File: config.mk
export PLATFORM = sky130hd
export DESIGN_NAME = pad_ctrl
export DESIGN_NICKNAME = d
export VERILOG_FILES = /design/src/rtl/pad_ctrl.sv
export SDC_FILE = /design/constraint.sdc
export NUM_CORES = 1
export LEC_CHECK = 0
export CORE_MARGIN = 4
export CORE_UTILIZATION = 30
export CTS_CLUSTER_DIAMETER = 100
export DETAILED_ROUTE_END_ITERATION = 16
export SYNTH_ARGS = -nofsm -noshare
export SYNTH_HDL_FRONTEND = slang
export SYNTH_SLANG_ARGS = --single-unit
File: constraint.sdc
create_clock -name clk -period 2.8 [get_ports clk]
set_input_delay 0.56 -clock clk [delete_from_list [all_inputs] [get_ports clk]]
set_output_delay 0.56 -clock clk [all_outputs]
set_load 0.01 [all_outputs]
File: src/rtl/pad_ctrl.sv
// GPIO pad controller: registered pad-cell drive, synchronized and debounced input, edge interrupt.
// Pad outputs lag their controls by one cycle; the input level lags the pad by thresh+3 edges.
module pad_ctrl #(
   parameter int DEB_W = 8
) (
   input  logic             clk,
   input  logic             rst,
   input  logic             out_val_i,
   input  logic             out_en_i,
   input  logic             in_en_i,
   input  logic             od_i,
   input  logic [1:0]       pull_i,
   input  logic [1:0]       irq_mode_i,
   input  logic             irq_clr_i,
   input  logic [DEB_W-1:0] deb_thresh_i,
   output logic             pad_dout_o,
   output logic             pad_eno_o,
   output logic             pad_eni_o,
   output logic             pad_od_o,
   output logic             pad_pu1_o,
   output logic             pad_pu2_o,
   input  logic             pad_din_i,
   output logic             in_val_o,
   output logic             irq_o
);

   logic             s1_q, s2_q;
   logic [DEB_W-1:0] cnt_q, cnt_d;
   logic             in_val_q, in_val_d;
   logic             pend_q, pend_d;
   logic             rise, fall;

   always_comb begin
      cnt_d    = '0;
      in_val_d = in_val_q;
      rise     = 1'b0;
      fall     = 1'b0;
      // A matching sample, or a disabled input, restarts the count from zero.
      if (in_en_i && (s2_q != in_val_q)) begin
         if (cnt_q == deb_thresh_i) begin
            in_val_d = s2_q;
            rise     = s2_q;
            fall     = ~s2_q;
         end else begin
            cnt_d = cnt_q + DEB_W'(1);
         end
      end
      pend_d = (rise & irq_mode_i[0]) | (fall & irq_mode_i[1]) | (pend_q & ~irq_clr_i);
   end

   always_ff @(posedge clk) begin
      if (rst) begin
         pad_dout_o <= 1'b0;
         pad_eno_o  <= 1'b0;
         pad_eni_o  <= 1'b0;
         pad_od_o   <= 1'b0;
         pad_pu1_o  <= 1'b0;
         pad_pu2_o  <= 1'b0;
         s1_q       <= 1'b0;
         s2_q       <= 1'b0;
         cnt_q      <= '0;
         in_val_q   <= 1'b0;
         pend_q     <= 1'b0;
      end else begin
         // Open-drain only ever pulls low; a 1 releases the pad.
         pad_dout_o <= od_i ? 1'b0 : out_val_i;
         pad_eno_o  <= out_en_i & ~(od_i & out_val_i);
         pad_eni_o  <= in_en_i;
         pad_od_o   <= od_i;
         pad_pu1_o  <= pull_i[0];
         pad_pu2_o  <= pull_i[1];
         s1_q       <= pad_din_i;
         s2_q       <= s1_q;
         cnt_q      <= cnt_d;
         in_val_q   <= in_val_d;
         pend_q     <= pend_d;
      end
   end

   assign in_val_o = in_val_q;
   assign irq_o    = pend_q;

endmodule

==> impl_results.html, run 1 <==
<table>
<tr><th>Metric</th><th>Value</th></tr>
<tr><th colspan="2">Run status</th></tr>
<tr><td>Result of the run</td><td>completed</td></tr>
<tr><th colspan="2">Timing</th></tr>
<tr><td>Unrepaired setup endpoints after global routing</td><td>no</td></tr>
<tr><td>Final Slew Violations</td><td>0</td></tr>
<tr><td>Transition time at the pin with the least slew margin</td><td>0.414 ns</td></tr>
<tr><td>Count of final hold-check violations</td><td>0</td></tr>
<tr><td>Period utilization</td><td>0.638</td></tr>
<tr><td>Final setup fails</td><td>0</td></tr>
<tr><td>Timing-limited maximum frequency</td><td>560 MHz</td></tr>
<tr><td>Min Tclk post-route</td><td>~1.8 ns</td></tr>
<tr><td>Relative slew slack</td><td>0.723</td></tr>
<tr><td>Worst clock skew on the final layout</td><td>0.00114 ns</td></tr>
<tr><td>Sum of negative setup slack</td><td>0 ns</td></tr>
<tr><td>Worst-case hold slack</td><td>roughly 0.45 ns</td></tr>
<tr><th colspan="2">Hold path</th></tr>
<tr><td>Hold path startpoint</td><td>s1_q</td></tr>
<tr><td>Type of the tightest min-delay check</td><td>register to register</td></tr>
<tr><th colspan="2">Clock network</th></tr>
<tr><td>Clock root cell</td><td>sky130_fd_sc_hd__clkbuf_4</td></tr>
<tr><td>Total clock sinks</td><td>18</td></tr>
<tr><td>Number of buffers inserted by hold repair at cts</td><td>0</td></tr>
<tr><td>Clock tree from TritonCTS</td><td>yes</td></tr>
<tr><td>Maximum clock path buffer count</td><td>2</td></tr>
<tr><td>Resized Gates After CTS</td><td>0</td></tr>
<tr><td>Setup fix buffers added after clock tree synthesis</td><td>0</td></tr>
<tr><td>Clock-pin slew reported for the worst setup and hold paths after clock tree synthesis</td><td>0.10 ns</td></tr>
<tr><td>Worst skew pair latency</td><td>0.29 ns</td></tr>
<tr><td>Max H-tree Level</td><td>1</td></tr>
<tr><td>Number of buffers inserted during clock tree synthesis</td><td>3</td></tr>
<tr><th colspan="2">Yosys</th></tr>
<tr><td>Post-synthesis sequential area ratio</td><td>0.467</td></tr>
<tr><td>Yosys warnings</td><td>0</td></tr>
<tr><td>Library cell occupying the most area in the post-synthesis netlist</td><td>sky130_fd_sc_hd__dfxtp_1</td></tr>
<tr><td>Number of synthesized register bits</td><td>18</td></tr>
<tr><td>Cell types with the largest area share after synthesis</td><td>sky130_fd_sc_hd__dfxtp_1 (47%), sky130_fd_sc_hd__xnor2_1 (7.9%), sky130_fd_sc_hd__xnor2_2 (6.3%)</td></tr>
<tr><td>Post-synth top flop</td><td>sky130_fd_sc_hd__dfxtp_1</td></tr>
<tr><td>Instance count of the mapped netlist</td><td>73</td></tr>
<tr><td>Number of flops mapped to enable cells by yosys</td><td>0</td></tr>
<tr><td>Net count after synthesis</td><td>94</td></tr>
<tr><td>Synthesized cell area</td><td>772 um2</td></tr>
<tr><td>Most instantiated library cell after synthesis</td><td>sky130_fd_sc_hd__dfxtp_1</td></tr>
<tr><td>Synth cell types</td><td>20</td></tr>
<tr><td>Top cell type's share of synthesized area</td><td>0.467</td></tr>
<tr><td>Synthesized area per cell</td><td>10.6 um2</td></tr>
<tr><td>Top post-synthesis cells by count</td><td>sky130_fd_sc_hd__dfxtp_1 (18), sky130_fd_sc_hd__nor2_1 (11), sky130_fd_sc_hd__xnor2_1 (7)</td></tr>
<tr><td>Async set or reset register ratio after synthesis</td><td>0</td></tr>
<tr><th colspan="2">GRT</th></tr>
<tr><td>Tot GR Track Use</td><td>0.0991</td></tr>
<tr><td>Number of antenna violations at the first check in global routing</td><td>0</td></tr>
<tr><td>Number of global-route vias before repair</td><td>594</td></tr>
<tr><td>Overflow after GRT</td><td>0</td></tr>
<tr><td>Global-route wire length before repair</td><td>2540 um</td></tr>
<tr><td>Largest net degree at the start of global routing</td><td>13</td></tr>
<tr><th colspan="2">Placed design</th></tr>
<tr><td>Placed standard-cell area</td><td>1080 um2</td></tr>
<tr><td>Placer Congestion</td><td>0.707</td></tr>
<tr><td>Dpl hpwl</td><td>1170 um</td></tr>
<tr><td>Count of input and output buffers</td><td>27</td></tr>
<tr><th colspan="2">Worst setup path</th></tr>
<tr><td>Endpoint required time on the critical path</td><td>2.24 ns</td></tr>
<tr><td>Crit Reg-Reg Startpoint</td><td>cnt_q[0]</td></tr>
<tr><td>Kind of launch point of the worst setup path</td><td>register</td></tr>
<tr><td>CP Buf/Inv Count</td><td>1</td></tr>
<tr><td>CP arrival</td><td>1.23 ns</td></tr>
<tr><td>Class of the most critical setup path</td><td>register to primary output</td></tr>
<tr><td>Largest stage delay, worst path</td><td>~0.56 ns</td></tr>
<tr><td>Maximum fanout along the worst path</td><td>3</td></tr>
<tr><td>Reg-to-reg setup timing slack</td><td>1.51 ns</td></tr>
<tr><td>Cell Chain, Critical Path</td><td>clkdlybuf4s50_1</td></tr>
<tr><td>Element type at the critical path end</td><td>primary output</td></tr>
<tr><td>Cell with the biggest individual delay on the critical path</td><td>sky130_fd_sc_hd__clkdlybuf4s50_1</td></tr>
<tr><td>Start point of the critical path</td><td>in_val_o</td></tr>
<tr><td>Family with the most delay on the worst path</td><td>buffers and inverters</td></tr>
<tr><th colspan="2">Pwr</th></tr>
<tr><td>Tot Pwr</td><td>481 uW</td></tr>
<tr><td>Worst IR drop on VDD</td><td>0.328 mV</td></tr>
<tr><td>Power density relative to cell area</td><td>432 nW/um2</td></tr>
<tr><td>Leakage Power</td><td>0.400 nW</td></tr>
<tr><th colspan="2">Detailed routing</th></tr>
<tr><td>Number of violations reported at the end of detailed-routing iteration 0</td><td>7</td></tr>
<tr><td>Remaining antenna violation count after routing</td><td>0</td></tr>
<tr><td>Detailed-routing iteration count for the pre-antenna-repair pass</td><td>4</td></tr>
<tr><td>Via-to-Cell Ratio</td><td>4.35</td></tr>
<tr><td>Routed wire length per instance</td><td>11.2 um</td></tr>
<tr><td>Total via count in the routed design</td><td>around 580</td></tr>
<tr><td># DRC</td><td>0</td></tr>
<tr><td>Total detailed-routing wirelength</td><td>between 1000 and 1500 um</td></tr>
<tr><th colspan="2">Die</th></tr>
<tr><td>Horizontal die dimension</td><td>58.7 um</td></tr>
<tr><td>Site Rows</td><td>18</td></tr>
<tr><td>I/O pin cnt</td><td>28</td></tr>
<tr><td>Initial standard-cell utilization of the core</td><td>0.314</td></tr>
<tr><td>Die height</td><td>58.7 um</td></tr>
<tr><td>Area of the die</td><td>roughly 3400 um2</td></tr>
<tr><td>Area of the core</td><td>2450 um2</td></tr>
<tr><th colspan="2">Final layout</th></tr>
<tr><td>Post-layout instance area</td><td>1110 um2</td></tr>
<tr><td>Relative area change from synthesis to final layout</td><td>44.1%</td></tr>
<tr><td>Final-stage net count</td><td>about 130</td></tr>
<tr><td>Fraction of layout cells with a size suffix above 1</td><td>0.126</td></tr>
<tr><td>Antenna Diode Count</td><td>0</td></tr>
<tr><th colspan="2">Job</th></tr>
<tr><td>Max_cap viols</td><td>0</td></tr>
</table>
-- cell type report --
| class | instances | area (um2) |
|---|---|---|
| fillers | 248 | 1340 |
| multi-input cells | 51 | 397 |
| flip-flops and latches | 18 | 360 |
| repair buffers | 27 | 270 |
| well taps | 30 | 37.5 |
| clock buffers | 4 | 36.3 |
| inverters | 3 | 11.3 |
-- layer usage --
layer,share of wire,vias up,routed length [um],track usage
met2,0.50,19,746,0.159
met3,0.066,2,98,0.0395
met4,0.010,0,15,0.0485
met5,0,-,0,0
met1,0.42,260,625,0.114
li1,-,298,-,-
-- path summary, 6_finish.rpt --
path         endpoint  cells after the start
max          in_val_o                      1
min              s2_q                      1
max reg2reg  cnt_q[5]                      4
min reg2reg      s2_q                      1
-- registers in the layout, summed over array words and instances (netlist names) --
register	count
cnt_q	8
in_val_o	1
irq_o	1
pad_dout_o	1
pad_eni_o	1
pad_eno_o	1
pad_od_o	1
pad_pu1_o	1
pad_pu2_o	1
s1_q	1
s2_q	1
-- cells by family (layout without fill, tap and decap cells) --
logic type,after synthesis,after routing,share of synthesized area
compound gates,3,3,0.0438
xor+xnor,15,15,0.199
buf+inv,4,34,0.0194
fa+ha+maj,1,1,0.0162
simple gates,30,30,0.227
flops,18,18,0.467
mux,2,2,0.0276
-- cell usage in the layout, fill, tap and decap left out --
cell type	netlist	final
sky130_fd_sc_hd__clkdlybuf4s50_1	0	27
sky130_fd_sc_hd__dfxtp_1	18	18
sky130_fd_sc_hd__nor2_1	11	11
sky130_fd_sc_hd__xnor2_1	7	7
sky130_fd_sc_hd__nor2b_1	5	5
sky130_fd_sc_hd__nand3_1	5	5
sky130_fd_sc_hd__xor2_1	5	5
sky130_fd_sc_hd__inv_1	3	3
sky130_fd_sc_hd__xnor2_2	3	3
sky130_fd_sc_hd__clkbuf_4	0	3
sky130_fd_sc_hd__nand4_2	2	2
sky130_fd_sc_hd__nor3_2	2	2
sky130_fd_sc_hd__and3_1	2	2
sky130_fd_sc_hd__nand2b_1	2	2
sky130_fd_sc_hd__a211oi_1	1	1
sky130_fd_sc_hd__o21ai_4	1	1
sky130_fd_sc_hd__mux2i_1	1	1
sky130_fd_sc_hd__mux2_2	1	1
sky130_fd_sc_hd__a32o_1	1	1
sky130_fd_sc_hd__nor3b_1	1	1
sky130_fd_sc_hd__ha_1	1	1
sky130_fd_sc_hd__clkbuf_8	0	1
-- power breakdown --
part | leakage [nW] | switching, mW | internal, mW
Sequential | 0.147 | 0.00240 | 0.262
Combinational | 0.232 | 0.0192 | 0.0411
Clock | 0.0210 | 0.0769 | 0.0792
-- through the flow --
step | util | worst slack, ns | std cells
final | 0.453 | 1.01 | 133
after global routing | 0.453 | 0.945 | 133
after floorplan | - | 1.48 | 73
after global placement | 0.438 | 0.930 | 129
after CTS | 0.453 | 0.989 | 133
after detailed placement | 0.438 | 0.903 | 129
Power figures use the tool's default switching activity.
==> inputs of run 2 (changes only) <==
- clock period: 2.8 -> 1.8 ns (I/O delays scaled with it)
==> run 2 against run 1 <==
Clock power increased by 60%; combinational power increased by 58%; critical path depth unchanged; first-iteration DRC count decreased by 86%; sequential share of layout area decreased by 0.22 points; sequential power increased by 56%; register-to-register slack got worse by 0.98 ns; final cell count increased by 0.75%; final area increased by 0.67%; setup slack got worse by 0.79 ns; non-clock buffer count increased by 1; clock-buffer cell count unchanged.
==> impl_results.html, run 2 (synthesized netlist as in run 1, its figures left out) <==
<table>
<tr><th>Metric</th><th>Value</th></tr>
<tr><th colspan="2">Run status</th></tr>
<tr><td>Result of the run</td><td>completed (unchanged)</td></tr>
<tr><th colspan="2">Timing</th></tr>
<tr><td>Count of final hold-check violations</td><td>0 (unchanged)</td></tr>
<tr><td>Relative slew slack</td><td>0.831 (was 0.723)</td></tr>
<tr><td>Worst clock skew on the final layout</td><td>0.000626 ns (was 0.00114 ns)</td></tr>
<tr><td>Final Slew Violations</td><td>0 (unchanged)</td></tr>
<tr><td>Sum of negative setup slack</td><td>0 ns (unchanged)</td></tr>
<tr><td>Period utilization</td><td>0.877</td></tr>
<tr><td>Unrepaired setup endpoints after global routing</td><td>no (unchanged)</td></tr>
<tr><td>Min Tclk post-route</td><td>between 1.5 and 2 ns</td></tr>
<tr><td>Transition time at the pin with the least slew margin</td><td>0.253 ns (was 0.414 ns)</td></tr>
<tr><td>Worst-case hold slack</td><td>0.447 ns (was 0.448 ns)</td></tr>
<tr><td>Timing-limited maximum frequency</td><td>633 MHz</td></tr>
<tr><td>Final setup fails</td><td>0 (unchanged)</td></tr>
<tr><th colspan="2">GRT</th></tr>
<tr><td>Global-route wire length before repair</td><td>2470 um (was 2540 um)</td></tr>
<tr><td>Number of antenna violations at the first check in global routing</td><td>0 (unchanged)</td></tr>
<tr><td>Overflow after GRT</td><td>0 (unchanged)</td></tr>
<tr><td>Largest net degree at the start of global routing</td><td>11 (was 13)</td></tr>
<tr><td>Tot GR Track Use</td><td>0.0947 (was 0.0991)</td></tr>
<tr><td>Number of global-route vias before repair</td><td>588 (was 594)</td></tr>
<tr><th colspan="2">Die</th></tr>
<tr><td>Area of the core</td><td>2450 um2 (unchanged)</td></tr>
<tr><td>Site Rows</td><td>18 (unchanged)</td></tr>
<tr><td>Initial standard-cell utilization of the core</td><td>0.314 (unchanged)</td></tr>
<tr><td>Die height</td><td>58.7 um (unchanged)</td></tr>
<tr><td>I/O pin cnt</td><td>28 (unchanged)</td></tr>
<tr><td>Area of the die</td><td>3450 um2 (unchanged)</td></tr>
<tr><td>Horizontal die dimension</td><td>58.7 um (unchanged)</td></tr>
<tr><th colspan="2">Clock network</th></tr>
<tr><td>Number of buffers inserted by hold repair at cts</td><td>0 (unchanged)</td></tr>
<tr><td>Worst skew pair latency</td><td>0.29 ns (about the same)</td></tr>
<tr><td>Maximum clock path buffer count</td><td>2 (unchanged)</td></tr>
<tr><td>Total clock sinks</td><td>18 (unchanged)</td></tr>
<tr><td>Clock-pin slew reported for the worst setup and hold paths after clock tree synthesis</td><td>0.10 ns (about the same)</td></tr>
<tr><td>Clock tree from TritonCTS</td><td>yes (unchanged)</td></tr>
<tr><td>Resized Gates After CTS</td><td>0 (unchanged)</td></tr>
<tr><td>Clock root cell</td><td>sky130_fd_sc_hd__clkbuf_4 (unchanged)</td></tr>
<tr><td>Setup fix buffers added after clock tree synthesis</td><td>0 (unchanged)</td></tr>
<tr><td>Max H-tree Level</td><td>1 (unchanged)</td></tr>
<tr><td>Number of buffers inserted during clock tree synthesis</td><td>3 (unchanged)</td></tr>
<tr><th colspan="2">Final layout</th></tr>
<tr><td>Utilization after layout</td><td>0.456 (was 0.453)</td></tr>
<tr><td>Antenna Diode Count</td><td>0 (unchanged)</td></tr>
<tr><td>Post-layout instance area</td><td>1120 um2 (was 1110 um2)</td></tr>
<tr><td>Combined flip-flop and latch cell area</td><td>360 um2 (unchanged)</td></tr>
<tr><td>Fraction of layout cells with a size suffix above 1</td><td>0.135 (was 0.126)</td></tr>
<tr><td>Multi-input gate area in the final layout</td><td>397 um2 (unchanged)</td></tr>
<tr><td>Max FFs per register</td><td>8 (unchanged)</td></tr>
<tr><td>Number of filler instances in the final layout</td><td>248 (unchanged)</td></tr>
<tr><td>Commonest cells after routing, fill and taps aside</td><td>sky130_fd_sc_hd__clkdlybuf4s50_1 (27), sky130_fd_sc_hd__dfxtp_1 (18), sky130_fd_sc_hd__nor2_1 (11), sky130_fd_sc_hd__xnor2_1 (7) (unchanged)</td></tr>
<tr><td>Most common cell after layout, fill and taps aside</td><td>sky130_fd_sc_hd__clkdlybuf4s50_1 (unchanged)</td></tr>
<tr><td>Largest register by flop count</td><td>cnt_q (unchanged)</td></tr>
<tr><td>Relative area change from synthesis to final layout</td><td>45.1% (was 44.1%)</td></tr>
<tr><td>Final-stage net count</td><td>126 (was 125)</td></tr>
<tr><th colspan="2">Worst setup path</th></tr>
<tr><td>Cell with the biggest individual delay on the critical path</td><td>sky130_fd_sc_hd__clkdlybuf4s50_1 (unchanged)</td></tr>
<tr><td>CP arrival</td><td>1.22 ns (was 1.23 ns)</td></tr>
<tr><td>Element type at the critical path end</td><td>primary output (unchanged)</td></tr>
<tr><td>CP Buf/Inv Count</td><td>1 (unchanged)</td></tr>
<tr><td>Largest stage delay, worst path</td><td>0.56 ns (about the same)</td></tr>
<tr><td>Class of the most critical setup path</td><td>register to primary output (unchanged)</td></tr>
<tr><td>Reg-to-reg setup timing slack</td><td>0.53 ns (was 1.51 ns)</td></tr>
<tr><td>Endpoint required time on the critical path</td><td>1.44 ns (was 2.24 ns)</td></tr>
<tr><td>Cell Chain, Critical Path</td><td>clkdlybuf4s50_1 (unchanged)</td></tr>
<tr><td>Kind of launch point of the worst setup path</td><td>register (unchanged)</td></tr>
<tr><td>Family with the most delay on the worst path</td><td>buffers and inverters (unchanged)</td></tr>
<tr><td>Maximum fanout along the worst path</td><td>3 (unchanged)</td></tr>
<tr><th colspan="2">Placed design</th></tr>
<tr><td>Count of input and output buffers</td><td>27 (unchanged)</td></tr>
<tr><td>Placer Congestion</td><td>0.762 (was 0.707)</td></tr>
<tr><td>Dpl hpwl</td><td>1190 um (was 1170 um)</td></tr>
<tr><td>Placed standard-cell area</td><td>1080 um2 (about the same)</td></tr>
<tr><th colspan="2">Pwr</th></tr>
<tr><td>Cell Int Power</td><td>596 uW (was 382 uW)</td></tr>
<tr><td>Fraction of power spent switching nets</td><td>0.212 (was 0.205)</td></tr>
<tr><td>Power density relative to cell area</td><td>675 nW/um2 (was 432 nW/um2)</td></tr>
<tr><td>Leakage Power</td><td>0.405 nW (was 0.400 nW)</td></tr>
<tr><td>Proportion of power drawn by flip-flops and latches</td><td>0.543 (was 0.550)</td></tr>
<tr><td>Sw Pwr</td><td>160 uW (was 98.4 uW)</td></tr>
<tr><td>Worst IR drop on VDD</td><td>0.368 mV (was 0.328 mV)</td></tr>
<tr><td>Tot Pwr</td><td>756 uW (was 481 uW)</td></tr>
<tr><td>Power share of the combinational group</td><td>0.126 (was 0.125)</td></tr>
<tr><td>Clock network power share</td><td>0.330 (was 0.325)</td></tr>
<tr><th colspan="2">Detailed routing</th></tr>
<tr><td>Number of violations reported at the end of detailed-routing iteration 0</td><td>1 (was 7)</td></tr>
<tr><td>Total detailed-routing wirelength</td><td>1470 um (was 1490 um)</td></tr>
<tr><td>Total via count in the routed design</td><td>551 (was 579)</td></tr>
<tr><td>Detailed-routing iteration count for the pre-antenna-repair pass</td><td>4 (unchanged)</td></tr>
<tr><td>Remaining antenna violation count after routing</td><td>0 (unchanged)</td></tr>
<tr><td>Routed wire length per instance</td><td>11.0 um (was 11.2 um)</td></tr>
<tr><td>Via-to-Cell Ratio</td><td>4.11 (was 4.35)</td></tr>
<tr><td># DRC</td><td>0 (unchanged)</td></tr>
<tr><th colspan="2">Job</th></tr>
<tr><td>Max_cap viols</td><td>0 (unchanged)</td></tr>
<tr><th colspan="2">Hold path</th></tr>
<tr><td>Type of the tightest min-delay check</td><td>register to register (unchanged)</td></tr>
</table>
run 2: final cells by class:
| type | count | area share |
|---|---|---|
| Clock buffer | 4 | 0.0324 |
| Inverter | 3 | 0.0101 |
| Multi-Input combinational cell | 51 | 0.354 |
| Sequential cell | 18 | 0.322 |
| Tap cell | 30 | 0.0335 |
| Timing Repair Buffer | 28 | 0.248 |
run 2: path summary, 6_finish.rpt:
path	depth (start not counted)	end	from
min reg2reg	1	s2_q	s1_q
max reg2reg	4	cnt_q[6]	cnt_q[0]
min	1	s2_q	s1_q
max	1	in_val_o	in_val_o
run 2: through the flow:
stage / instances / worst slack (ns)
final: 134 / 0.221
after CTS: 134 / 0.193
after floorplan: 73 / 0.668
after global placement: 130 / 0.153
after global routing: 134 / 0.150
after detailed placement: 130 / 0.107
run 2: metal layers:
layer | global-route usage | part of all wire
met3 | 0.0219 | 0.062
met2 | 0.145 | 0.48
met4 | 0.0485 | 0
met5 | 0 | 0
met1 | 0.123 | 0.46
run 2: power by group through the flow:
| stage | clock network [mW] | logic, mW | registers [mW] |
|---|---|---|---|
| after detailed placement | 0 | 0.0967 | 0.420 |
| after floorplan | 0 | 0.0299 | 0.423 |
| after global placement | 0 | 0.0953 | 0.420 |
| final | 0.250 | 0.0955 | 0.411 |
| after CTS | 0.260 | 0.0973 | 0.411 |
| after global routing | 0.274 | 0.103 | 0.412 |
==> inputs of run 3 (changes only) <==
- MAX_ROUTING_LAYER: not set -> met4
- SETUP_SLACK_MARGIN: not set -> 0.05
==> run 3 against run 2 <==
Sequential power hardly changed; maximum frequency about the same; hold slack hardly changed; via count stayed put; final cell count is the same; clock power is essentially flat; die area unchanged; final area did not move; global-route usage up 0.28 points; total power is essentially flat; largest power group unchanged; highest routed layer unchanged.
==> impl_results.html, run 3 (synthesized netlist as in run 1, its figures left out) <==
<table>
<tr><th>Metric</th><th>Value</th></tr>
<tr><th colspan="2">Run status</th></tr>
<tr><td>Result of the run</td><td>completed (unchanged)</td></tr>
<tr><th colspan="2">Worst setup path</th></tr>
<tr><td>Element type at the critical path end</td><td>primary output (unchanged)</td></tr>
<tr><td>Start point of the critical path</td><td>in_val_o (unchanged)</td></tr>
<tr><td>CP Buf/Inv Count</td><td>1 (unchanged)</td></tr>
<tr><td>Timing endpoint of the critical path</td><td>in_val_o (unchanged)</td></tr>
<tr><td>Number of gates on the worst path with buffers counted</td><td>1 (unchanged)</td></tr>
<tr><td>Maximum fanout along the worst path</td><td>3 (unchanged)</td></tr>
<tr><td>Largest stage delay, worst path</td><td>0.56 ns (about the same)</td></tr>
<tr><td>CP arrival</td><td>1.22 ns (about the same)</td></tr>
<tr><td>Reg-to-reg setup timing slack</td><td>0.53 ns (about the same)</td></tr>
<tr><td>Crit Reg-Reg Startpoint</td><td>cnt_q[0] (unchanged)</td></tr>
<tr><td>Family with the most delay on the worst path</td><td>buffers and inverters (unchanged)</td></tr>
<tr><td>Critical R2R Capture</td><td>cnt_q[6] (unchanged)</td></tr>
<tr><td>Kind of launch point of the worst setup path</td><td>register (unchanged)</td></tr>
<tr><td>Cell Chain, Critical Path</td><td>clkdlybuf4s50_1 (unchanged)</td></tr>
<tr><td>Cell with the biggest individual delay on the critical path</td><td>sky130_fd_sc_hd__clkdlybuf4s50_1 (unchanged)</td></tr>
<tr><td>Class of the most critical setup path</td><td>register to primary output (unchanged)</td></tr>
<tr><td>Endpoint required time on the critical path</td><td>1.44 ns (about the same)</td></tr>
<tr><td>Number of cell instances on the worst register-to-register path</td><td>4 (unchanged)</td></tr>
<tr><th colspan="2">Detailed routing</th></tr>
<tr><td>Via-to-Cell Ratio</td><td>4.11 (unchanged)</td></tr>
<tr><td>Routed wire length per instance</td><td>11.0 um (about the same)</td></tr>
<tr><td>Number of violations reported at the end of detailed-routing iteration 0</td><td>2 (was 1)</td></tr>
<tr><td>Remaining antenna violation count after routing</td><td>0 (unchanged)</td></tr>
<tr><td>Detailed-routing iteration count for the pre-antenna-repair pass</td><td>4 (unchanged)</td></tr>
<tr><td>Total via count in the routed design</td><td>551 (unchanged)</td></tr>
<tr><td># DRC</td><td>0 (unchanged)</td></tr>
<tr><td>Total detailed-routing wirelength</td><td>1470 um (about the same)</td></tr>
<tr><th colspan="2">Clock network</th></tr>
<tr><td>Max H-tree Level</td><td>1 (unchanged)</td></tr>
<tr><td>Clock-pin slew reported for the worst setup and hold paths after clock tree synthesis</td><td>0.10 ns (about the same)</td></tr>
<tr><td>Worst skew pair latency</td><td>0.29 ns (about the same)</td></tr>
<tr><td>Number of buffers inserted by hold repair at cts</td><td>0 (unchanged)</td></tr>
<tr><td>Total clock sinks</td><td>18 (unchanged)</td></tr>
<tr><td>Resized Gates After CTS</td><td>0 (unchanged)</td></tr>
<tr><td>Maximum clock path buffer count</td><td>2 (unchanged)</td></tr>
<tr><td>Clock root cell</td><td>sky130_fd_sc_hd__clkbuf_4 (unchanged)</td></tr>
<tr><td>Clock tree from TritonCTS</td><td>yes (unchanged)</td></tr>
<tr><td>Setup fix buffers added after clock tree synthesis</td><td>0 (unchanged)</td></tr>
<tr><td>Number of buffers inserted during clock tree synthesis</td><td>3 (unchanged)</td></tr>
<tr><th colspan="2">Pwr</th></tr>
<tr><td>Power density relative to cell area</td><td>675 nW/um2 (about the same)</td></tr>
<tr><td>Fraction of power spent switching nets</td><td>0.212 (about the same)</td></tr>
<tr><td>Worst IR drop on VDD</td><td>0.368 mV (about the same)</td></tr>
<tr><td>Cell Int Power</td><td>596 uW (unchanged)</td></tr>
<tr><td>Proportion of power drawn by flip-flops and latches</td><td>0.543 (about the same)</td></tr>
<tr><td>Power share of the combinational group</td><td>0.126 (about the same)</td></tr>
<tr><td>Clock network power share</td><td>0.330 (about the same)</td></tr>
<tr><td>Sw Pwr</td><td>160 uW (about the same)</td></tr>
<tr><td>Leakage Power</td><td>0.405 nW (unchanged)</td></tr>
<tr><th colspan="2">GRT</th></tr>
<tr><td>Number of global-route vias before repair</td><td>589 (was 588)</td></tr>
<tr><td>Tot GR Track Use</td><td>0.0975 (was 0.0947)</td></tr>
<tr><td>Overflow after GRT</td><td>0 (unchanged)</td></tr>
<tr><td>Largest net degree at the start of global routing</td><td>11 (unchanged)</td></tr>
<tr><td>Number of antenna violations at the first check in global routing</td><td>0 (unchanged)</td></tr>
<tr><td>Global-route wire length before repair</td><td>2460 um (was 2470 um)</td></tr>
<tr><th colspan="2">Final layout</th></tr>
<tr><td>Utilization after layout</td><td>0.456 (unchanged)</td></tr>
<tr><td>Max FFs per register</td><td>8 (unchanged)</td></tr>
<tr><td>Fraction of layout cells with a size suffix above 1</td><td>0.135 (unchanged)</td></tr>
<tr><td>Commonest cells after routing, fill and taps aside</td><td>sky130_fd_sc_hd__clkdlybuf4s50_1 (27), sky130_fd_sc_hd__dfxtp_1 (18), sky130_fd_sc_hd__nor2_1 (11), sky130_fd_sc_hd__xnor2_1 (7) (unchanged)</td></tr>
<tr><td>Number of filler instances in the final layout</td><td>248 (unchanged)</td></tr>
<tr><td>Combined flip-flop and latch cell area</td><td>360 um2 (unchanged)</td></tr>
<tr><td>Number of standard cells in the final layout excluding fillers</td><td>134 (unchanged)</td></tr>
<tr><td>Largest register by flop count</td><td>cnt_q (unchanged)</td></tr>
<tr><td>Final-stage net count</td><td>126 (unchanged)</td></tr>
<tr><td>Relative area change from synthesis to final layout</td><td>45.1% (unchanged)</td></tr>
<tr><td>Multi-input gate area in the final layout</td><td>397 um2 (unchanged)</td></tr>
<tr><td>Antenna Diode Count</td><td>0 (unchanged)</td></tr>
<tr><td>Most common cell after layout, fill and taps aside</td><td>sky130_fd_sc_hd__clkdlybuf4s50_1 (unchanged)</td></tr>
<tr><td>Post-layout instance area</td><td>1120 um2 (unchanged)</td></tr>
<tr><th colspan="2">Timing</th></tr>
<tr><td>Period utilization</td><td>0.877 (about the same)</td></tr>
<tr><td>Timing-limited maximum frequency</td><td>633 MHz (about the same)</td></tr>
<tr><td>Worst clock skew on the final layout</td><td>0.000631 ns (was 0.000626 ns)</td></tr>
<tr><td>Unrepaired setup endpoints after global routing</td><td>no (unchanged)</td></tr>
<tr><td>Worst-case hold slack</td><td>0.447 ns (about the same)</td></tr>
<tr><td>Relative slew slack</td><td>0.831 (unchanged)</td></tr>
<tr><td>Sum of negative setup slack</td><td>0 ns (unchanged)</td></tr>
<tr><td>Count of final hold-check violations</td><td>0 (unchanged)</td></tr>
<tr><td>Final setup fails</td><td>0 (unchanged)</td></tr>
<tr><td>Final Slew Violations</td><td>0 (unchanged)</td></tr>
<tr><td>Transition time at the pin with the least slew margin</td><td>0.253 ns (unchanged)</td></tr>
<tr><td>Min Tclk post-route</td><td>1.58 ns (about the same)</td></tr>
<tr><th colspan="2">Die</th></tr>
<tr><td>Initial standard-cell utilization of the core</td><td>0.314 (unchanged)</td></tr>
<tr><td>Horizontal die dimension</td><td>58.7 um (unchanged)</td></tr>
<tr><td>I/O pin cnt</td><td>28 (unchanged)</td></tr>
<tr><td>Area of the core</td><td>2450 um2 (unchanged)</td></tr>
<tr><td>Area of the die</td><td>3450 um2 (unchanged)</td></tr>
<tr><td>Die height</td><td>58.7 um (unchanged)</td></tr>
<tr><td>Site Rows</td><td>18 (unchanged)</td></tr>
<tr><th colspan="2">Placed design</th></tr>
<tr><td>Count of input and output buffers</td><td>27 (unchanged)</td></tr>
<tr><td>Placer Congestion</td><td>0.772 (was 0.762)</td></tr>
<tr><td>Placed standard-cell area</td><td>1080 um2 (unchanged)</td></tr>
<tr><td>Cells after DPL</td><td>130 (unchanged)</td></tr>
<tr><td>Dpl hpwl</td><td>1190 um (unchanged)</td></tr>
<tr><th colspan="2">Job</th></tr>
<tr><td>Max_cap viols</td><td>0 (unchanged)</td></tr>
<tr><th colspan="2">Hold path</th></tr>
<tr><td>Hold Path Stages</td><td>1 (unchanged)</td></tr>
<tr><td>Type of the tightest min-delay check</td><td>register to register (unchanged)</td></tr>
</table>
==> run 3: cell counts in the layout (fill, tap and decap cells not counted) <==
No cell type changed its count.
==> run 3: cell type report <==
type                    count  share of cell area
well taps                  30              0.0335
inverters                   3              0.0101
clock buffers               4              0.0324
multi-input cells          51               0.354
repair buffers             28               0.248
flip-flops and latches     18               0.322
==> run 3: power by group through the flow <==
stage	registers, mW	logic [mW]	clock network (mW)
5_1_grt	0.412	0.103	0.274
3_3_place_gp	0.420	0.0953	0
6_report	0.411	0.0955	0.250
2_1_floorplan	0.423	0.0299	0
4_1_cts	0.411	0.0973	0.260
3_5_place_dp	0.420	0.0967	0
==> run 3: worst min path at each step <==
| stage | startpoint | to | slack (ns) |
|---|---|---|---|
| 5_1_grt | s1_q | s2_q | 0.46 |
| 6_report | s1_q | s2_q | 0.45 |
| 4_1_cts | s1_q | s2_q | 0.45 |
| 3_3_place_gp | s1_q | s2_q | 0.42 |
| 2_1_floorplan | s1_q | s2_q | 0.41 |
| 3_5_place_dp | s1_q | s2_q | 0.42 |
==> run 3: through the flow <==
step | worst slack (ns) | power [mW]
floorplan | 0.668 | 0.453
global placement | 0.153 | 0.515
detailed placement | 0.107 | 0.517
CTS | 0.193 | 0.768
global route | 0.150 | 0.790
finish | 0.221 | 0.756
==> run 3: per-layer routing <==
metal,up-vias,GRT usage,routed length (um)
met4,0,0.0485,0
met3,0,0.0219,90
met2,11,0.145,705
met5,-,-,0
li1,301,-,-
met1,239,0.123,673
